--- config.mk ---
export PLATFORM = sky130hd
export DESIGN_NAME = ym3438_pg_increment_flat
export DESIGN_NICKNAME = d
export VERILOG_FILES = /design/src/rtl/ym3438_pg_increment_if.sv /design/src/rtl/ym3438_pg_increment.sv /design/src/flat_wrapper.sv
export SDC_FILE = /design/constraint.sdc
export NUM_CORES = 1
export LEC_CHECK = 0
export CAP_MARGIN = 15
export CORE_MARGIN = 3
export CORE_UTILIZATION = 60
export DETAILED_ROUTE_END_ITERATION = 7
export HOLD_SLACK_MARGIN = 0.15
export PLACE_DENSITY = 0.79
export SLEW_MARGIN = 0
export SYNTH_ARGS = -nofsm -noshare
export SYNTH_HDL_FRONTEND = slang
export SYNTH_SLANG_ARGS = --single-unit
--- constraint.sdc ---
create_clock -name MCLK -period 4.8 [get_ports MCLK]
set_input_delay 1.44 -clock MCLK [delete_from_list [all_inputs] [get_ports MCLK]]
set_output_delay 1.44 -clock MCLK [all_outputs]
set_load 0.02 [all_outputs]
--- src/rtl/ym3438_pg_increment_if.sv ---
// ym3438_pg_increment_if: slot-multiplexed bus between the detune/timing sources and the phase generator.
interface ym3438_pg_increment_if;
    logic        c1;
    logic        c2;
    logic [10:0] fnum;
    logic [2:0]  block;
    logic        dt_sign;
    logic [4:0]  dt_value;
    logic [3:0]  multi;
    logic        pg_reset;
    logic [19:0] inc_out;
    logic [9:0]  phase_out;
    modport master (
        output c1, c2, fnum, block, dt_sign, dt_value, multi, pg_reset,
        input  inc_out, phase_out
    );
    modport slave (
        input  c1, c2, fnum, block, dt_sign, dt_value, multi, pg_reset,
        output inc_out, phase_out
    );
endinterface

--- src/rtl/ym3438_pg_increment.sv ---
// ym3438_pg_increment: per-slot phase increment (block/fnum, detune, MUL) and 24-slot phase accumulator ring.
module ym3438_pg_increment #(
    parameter int SLOTS   = 24,
    parameter int PHASE_W = 20
) (
    input logic                   MCLK,
    input logic                   IC_n,
    ym3438_pg_increment_if.slave  bus
);
    logic [10:0]                     fnum_q, fnum_d;
    logic [2:0]                      block_q, block_d;
    logic                            dt_sign_q, dt_sign_d;
    logic [4:0]                      dt_value_q, dt_value_d;
    logic [3:0]                      multi_q, multi_d;
    logic                            pg_reset_q, pg_reset_d;
    logic [16:0]                     base_q, base_d;
    logic [16:0]                     det_q, det_d;
    logic [PHASE_W-1:0]              inc_q, inc_d;
    logic [SLOTS-1:0][PHASE_W-1:0]   ring_q, ring_d;
    logic [9:0]                      phase_q, phase_d;
    logic [PHASE_W-1:0]              prod;
    logic [PHASE_W-1:0]              sum;

    // c1 fills the master latches; c2 advances every stage and the ring by one slot
    always_comb begin
        prod       = PHASE_W'(det_q) * PHASE_W'(multi_q);
        sum        = pg_reset_q ? '0 : ring_q[0] + inc_q;
        fnum_d     = bus.c1 ? bus.fnum : fnum_q;
        block_d    = bus.c1 ? bus.block : block_q;
        dt_sign_d  = bus.c1 ? bus.dt_sign : dt_sign_q;
        dt_value_d = bus.c1 ? bus.dt_value : dt_value_q;
        multi_d    = bus.c1 ? bus.multi : multi_q;
        pg_reset_d = bus.c1 ? bus.pg_reset : pg_reset_q;
        base_d     = bus.c2 ? 17'(({7'b0, fnum_q} << block_q) >> 1) : base_q;
        det_d      = bus.c2 ? (dt_sign_q ? base_q - 17'(dt_value_q) : base_q + 17'(dt_value_q)) : det_q;
        inc_d      = bus.c2 ? (multi_q == 4'd0 ? PHASE_W'(det_q[16:1]) : prod) : inc_q;
        ring_d     = bus.c2 ? {sum, ring_q[SLOTS-1:1]} : ring_q;
        phase_d    = bus.c2 ? sum[PHASE_W-1 -: 10] : phase_q;
    end

    always_ff @(posedge MCLK or negedge IC_n) begin
        if (!IC_n) begin
            fnum_q     <= '0;
            block_q    <= '0;
            dt_sign_q  <= 1'b0;
            dt_value_q <= '0;
            multi_q    <= '0;
            pg_reset_q <= 1'b0;
            base_q     <= '0;
            det_q      <= '0;
            inc_q      <= '0;
            ring_q     <= '0;
            phase_q    <= '0;
        end else begin
            fnum_q     <= fnum_d;
            block_q    <= block_d;
            dt_sign_q  <= dt_sign_d;
            dt_value_q <= dt_value_d;
            multi_q    <= multi_d;
            pg_reset_q <= pg_reset_d;
            base_q     <= base_d;
            det_q      <= det_d;
            inc_q      <= inc_d;
            ring_q     <= ring_d;
            phase_q    <= phase_d;
        end
    end

    assign bus.inc_out   = inc_q;
    assign bus.phase_out = phase_q;
endmodule

--- src/flat_wrapper.sv ---
// flat-port wrapper written by rule: the top's interface ports become plain ports
module ym3438_pg_increment_flat 
#(
    parameter int SLOTS   = 24,
    parameter int PHASE_W = 20
)
  (MCLK, IC_n, bus_c1, bus_c2, bus_fnum, bus_block, bus_dt_sign, bus_dt_value, bus_multi, bus_pg_reset, bus_inc_out, bus_phase_out);
  ym3438_pg_increment_if bus_i ();
  input logic MCLK;
  input logic IC_n;
  input wire logic [$bits(bus_i.c1)-1:0] bus_c1;
  input wire logic [$bits(bus_i.c2)-1:0] bus_c2;
  input wire logic [$bits(bus_i.fnum)-1:0] bus_fnum;
  input wire logic [$bits(bus_i.block)-1:0] bus_block;
  input wire logic [$bits(bus_i.dt_sign)-1:0] bus_dt_sign;
  input wire logic [$bits(bus_i.dt_value)-1:0] bus_dt_value;
  input wire logic [$bits(bus_i.multi)-1:0] bus_multi;
  input wire logic [$bits(bus_i.pg_reset)-1:0] bus_pg_reset;
  output wire logic [$bits(bus_i.inc_out)-1:0] bus_inc_out;
  output wire logic [$bits(bus_i.phase_out)-1:0] bus_phase_out;
  assign bus_i.c1 = bus_c1;
  assign bus_i.c2 = bus_c2;
  assign bus_i.fnum = bus_fnum;
  assign bus_i.block = bus_block;
  assign bus_i.dt_sign = bus_dt_sign;
  assign bus_i.dt_value = bus_dt_value;
  assign bus_i.multi = bus_multi;
  assign bus_i.pg_reset = bus_pg_reset;
  assign bus_inc_out = bus_i.inc_out;
  assign bus_phase_out = bus_i.phase_out;
  ym3438_pg_increment #(.SLOTS(SLOTS), .PHASE_W(PHASE_W)) u_core (.MCLK(MCLK), .IC_n(IC_n), .bus(bus_i));
endmodule
* Word level (Yosys, flattened, before mapping) *
Cells that the tools add are included.

storage, ports and cells
  memories = 0
  register bits = 569
  bits in writable memories = 0
  bits in latches = 0
  word-level logic and storage cells = 43
  memory bits (read-only) = 0
  input bits = 29
  output and inout bits = 30

cells by class
  bitwise gates (word level) = 0
  multiply operators = 1
  mux-type cells = 3
  eq/ne operators = 0
  reduce and logical (&&, ||, !) cells = 1
  div/mod/pow operators = 0
  magnitude comparators = 0
  add/subtract/negate cells = 3
  shift-type cells = 1

operator list
  cell                                           count
  20-bit 2-to-1 mux                              2
  20-bit adder                                   1
  17-bit by 4-bit multiplier with 20-bit output  1
  11-bit by 3-bit << shifter with 18-bit output  1
  17-bit by 5-bit adder with 17-bit output       1
  17-bit 2-to-1 mux                              1
  17-bit by 5-bit subtractor with 17-bit output  1
  4-bit logical NOT                              1

* Longest topological paths before layout *
  depth in word-level cells = 2
  gate-level depth with buffers = 15
  depth with buffers taken out = 13

* Least setup slack after synthesis *
OpenSTA, ideal clock, no wires.

  path type = flip-flop to flip-flop
  start = register u_core.multi_q[3]
  end = register u_core.inc_q[19], in the netlist u_core.bus.inc_out[19]
  slack = 1.097 ns
  clock period less this slack = 3.703 ns
  required time = 4.676 ns
  arrival time = 3.579 ns
  setup time = 0.124 ns
  buffers on the path = 2
  stages on the path, launching flop included = 14
  cells stage by stage = dfrtp_1 > clkbuf_1 > clkbuf_1 > nand2_1 > fa_1 > inv_1 > fa_1 > ha_1 > a211oi_2 > o21bai_1 > o311a_1 > a31oi_4 > o21ai_0 > a211o_1

on the way
  longest elaborated chain between the ends = 2
  elaborated cells on any way between the ends = 3
  classes of those cells = 1 x mul; 1 x mux; 1 x reduce/logical

RTL lines
  element                                                                                    line                                                  source
  start, declared                                                                            ym3438_pg_increment.sv:14                             logic [3:0] multi_q, multi_d;
  start signal, assigned                                                                     ym3438_pg_increment.sv:59                             multi_q <= multi_d;
  17-bit by 4-bit multiplier with 20-bit output / 4-bit logical NOT (equally long branches)  ym3438_pg_increment.sv:26, ym3438_pg_increment.sv:36
  20-bit 2-to-1 mux (*)                                                                      ym3438_pg_increment.sv:36                             inc_d = bus.c2 ? (multi_q == 4'd0 ? PHASE_W'(det_q[16:1]) : prod) : inc_q;
  end signal, assigned                                                                       ym3438_pg_increment.sv:63                             inc_q <= inc_d;
  end, declared                                                                              ym3438_pg_increment.sv:18                             logic [PHASE_W-1:0] inc_q, inc_d;

Mark *: on every way between the ends. The rest lies on a longest branch, timed or not.
A chain may end at the register's enable or synchronous reset.

* Final worst setup path *
  start = register u_core.multi_q[3]
  end = register u_core.inc_q[18], in the netlist u_core.bus.inc_out[18]

The elaborated chain is that of the path after synthesis.

==> impl_metrics.py <==
metrics = {
    "finish": {
        "seq_area_um2": 14000,
        "syn_to_final_growth_pct": 11.3,
        "final_nets": 1989,
        "fillCellCount": 2871,
        "multi_input_area_um2": 10200,
        "n_antenna_cell": 0,
        "drive_gt1_share_pct": 32.6,
    },
    "place": {
        "dpl.hpwl_um": 28000,
        "io_buffers": 58,
        "gp_congestion": 0.858,
    },
    "yosys": {
        "synth_area_leader_cell": "dfrtp_1",
        "synth_edf_count": 0,
        "ys_top_cells_by_area": "dfrtp_1 (56%), mux2_2 (22%), ha_1 (3.0%), fa_1 (2.6%), and2_1 (1.2%)",
        "synth_top_family_by_area": "multiplexers",
        "yosysSeqAreaShare_pct": 56.1,
        "syn_inst": 1836,
        "synth_seq_cells": 559,
        "mappedNetlistArea_um2": 24900,
        "muxShareOfSynthArea_pct": 23.1,
        "synth_cell_type_count": 69,
        "synth-main-ff-cell": "dfrtp_1",
        "yosysWarnings": 0,
        "yosys.area_share.adder_pct": 5.58,
        "synth-compound-area-share_pct": 5.85,
        "synth-xor-area-share_pct": 1.65,
        "syn_avg_cell_area_um2": 13.6,
        "yosysTopAreaCellShare_pct": 56.1,
        "synthSimpleGateAreaFrac_pct": 4.73,
        "async_flop_share_pct": 100,
        "synthesis.nets": 1957,
    },
    "hold_path": {
        "hold_class": "flip-flop to flip-flop",
        "hold_depth": 2,
        "worstHoldStart": "u_core.ring_q[463]",
        "whs_endpoint": "u_core.ring_q[463]",
    },
    "power_and_ir_drop": {
        "leakage_nw": 13.2,
        "power_mw": 18.4,
        "power.density_nw_per_um2": 664,
        "irDropWorstVdd_uv": 398,
    },
    "timing": {
        "setup_violations": 0,
        "rsz0062_at_grt": "false",
        "setup-tns-final_ps": 0,
        "fin_crit_sh_pct": 82.0,
        "hold_violations": 0,
        "skew_ps": 15.5,
        "clock.fmax_mhz": 254,
        "finalMaxSlewViolations": 0,
        "layout_min_cycle_time_ps": 3940,
        "worst_slew_pin_slew_ps": 927,
        "relSlewSlack_pct": 38.2,
    },
    "floorplan": {
        "fp.dieW_um": 210,
        "start_util_pct": 60.9,
        "core_area_um2": 40900,
        "dieArea_um2": 44000,
        "rows": 74,
        "io_pins": 59,
        "chipHeight_um": 210,
    },
    "routing": {
        "drtIter0Drc": 586,
        "routed_wl_um": 42500,
        "postRouteAntennaNets": 0,
        "vias": 13800,
        "vias_per_cell": 5.64,
        "drc": 0,
        "wl_per_cell_um": 17.4,
        "dr.pass1.iters": 5,
    },
    "cts": {
        "cts_tree": "done",
        "clkSinkCount": 559,
        "path_clk_slew_ps": 60,
        "cts_setup_buffers": 0,
        "clk_latency_ps": 600,
        "cts-root-buf": "clkbuf_16",
        "post_cts_resized": 0,
        "cts_buffers": 54,
        "h-tree-depth": 2,
        "ctsHoldBuffers": 0,
        "clockBufferDepth": 3,
    },
    "status": {
        "outcome": "finished, final reports clean",
    },
    "critical_path": {
        "worst_setup_path_end_kind": "flip-flop",
        "cp_max_fo": 20,
        "worst-endpoint-required_ps": 5280,
        "r2r-end": "u_core.bus.inc_out[18]",
        "timing.rr.start": "u_core.multi_q[3]",
        "reg2regPathDepth": 13,
        "arrival_ps": 4410,
        "worst_setup_path_start_kind": "flip-flop",
        "r2r_slack_ps": 860,
        "critPathKind": "flip-flop to flip-flop",
    },
    "global_route": {
        "antenna_found_initial": 0,
        "grt_usage_pct": 20.0,
        "grt_max_degree": 176,
        "grt_pass1_vias": 14400,
        "grt_pass1_wl_um": 72400,
        "grt-ovfl-total": 0,
    },
    "flow_run": {
        "cap_viol_max_count": 0,
    },
}
routing by layer:
metal	GRT usage, %	up-vias	routed length [um]	part of all wire, %
met3	3.65	56	2020	4.7
met1	27.9	7014	19300	45
li1	-	6497	-	-
met5	0	-	0	0
met4	5.70	0	815	1.9
met2	32.7	212	20400	48
synthesized netlist by cell type (all sizes together) (4+ instances only):
library cell / instances
dfrtp: 559
mux2: 496
inv: 73
nand2: 72
nor2: 70
ha: 60
a21oi: 59
buf: 55
and2: 48
clkbuf: 42
o21ai: 34
fa: 32
xnor2: 27
o2bb2ai: 20
xor2: 20
a21o: 19
mux2i: 17
nor3: 13
a211oi: 12
a31oi: 12
o21a: 12
nand3: 11
nor2b: 6
and3: 5
nand4: 4
o211ai: 4
o31ai: 4
or2: 4
power breakdown:
group,switching [mW],internal (mW)
sequential,1.27,6.68
clock,1.76,2.49
combinational,2.96,3.26
total,6.00,12.4
flip-flops by register name, summed over array words and instances (netlist names):
name and cells:
u_core.ring_q 480, u_core.bus.inc_out 20, u_core.base_q 17, u_core.det_q 17, u_core.fnum_q 11, u_core.dt_value_q 5
u_core.multi_q 4, u_core.block_q 3, u_core.dt_sign_q 1, u_core.pg_reset_q 1
layout make-up:
type | count | share of cell area [%]
clock inverter | 20 | 0.843
tap | 532 | 2.40
timing repair buffer | 73 | 2.92
clock buffer | 77 | 5.65
sequential | 559 | 50.4
inverter | 73 | 0.988
multi-input combinational | 1107 | 36.8
critical path: stages (launching register included):
cell       delay [ps]
dfrtp_1           580
and2_1            270
fa_1              540
inv_1              50
fa_1              530
inv_1              40
ha_1              330
nor2b_1           170
o31ai_1           330
nand3_1           140
a221o_1           390
a21oi_1           190
xor2_1            180
o2bb2ai_1          80
worst max-delay path by stage:
stage,startpoint,end,slack (ps),cells after the start
finish,u_core.multi_q[3],u_core.bus.inc_out[18],860,13
global route,u_core.multi_q[3],u_core.bus.inc_out[18],560,13
CTS,u_core.multi_q[3],u_core.bus.inc_out[18],850,13
detailed placement,u_core.multi_q[3],u_core.bus.inc_out[18],860,13
global placement,u_core.multi_q[3],u_core.bus.inc_out[16],930,13
floorplan,u_core.multi_q[3],u_core.bus.inc_out[19],1100,13
per-stage QoR:
step                setup slack [ps]  hold WS, ps  util [%]  std cells  cell area (um2)
floorplan                       1100          441         -       1836            24900
global placement                 928          469      63.4       2343            25900
detailed placement               862          463      63.4       2343            25900
CTS                              854          478      67.8       2440            27700
global route                     563          500      67.8       2441            27700
finish                           865          470      67.8       2441            27700
layout by cell type, fill, tap and decap left out, types with 19 or more instances in the layout:
cell / count
o21ai_0: 29
clkbuf_16: 55
o2bb2ai_1: 20
xnor2_1: 27
fa_1: 32
ha_1: 60
a21o_1: 19
xor2_1: 20
and2_1: 48
nand2_1: 71
a21oi_1: 57
mux2_2: 496
inv_1: 73
nor2_1: 70
clkdlybuf4s50_1: 56
dfrtp_1: 559
cell families (layout without fill, tap and decap cells):
| logic type | count (synthesis) | count (layout) |
|---|---|---|
| flip-flops | 559 | 559 |
| buffers and inverters | 170 | 243 |
| multiplexers | 513 | 513 |
| AO/OA/AOI/OAI | 207 | 207 |
| adder cells (fa/ha/maj) | 92 | 92 |
| XOR/XNOR | 47 | 47 |
| AND/OR/NAND/NOR | 248 | 248 |
(Power assumes the default switching activity.)
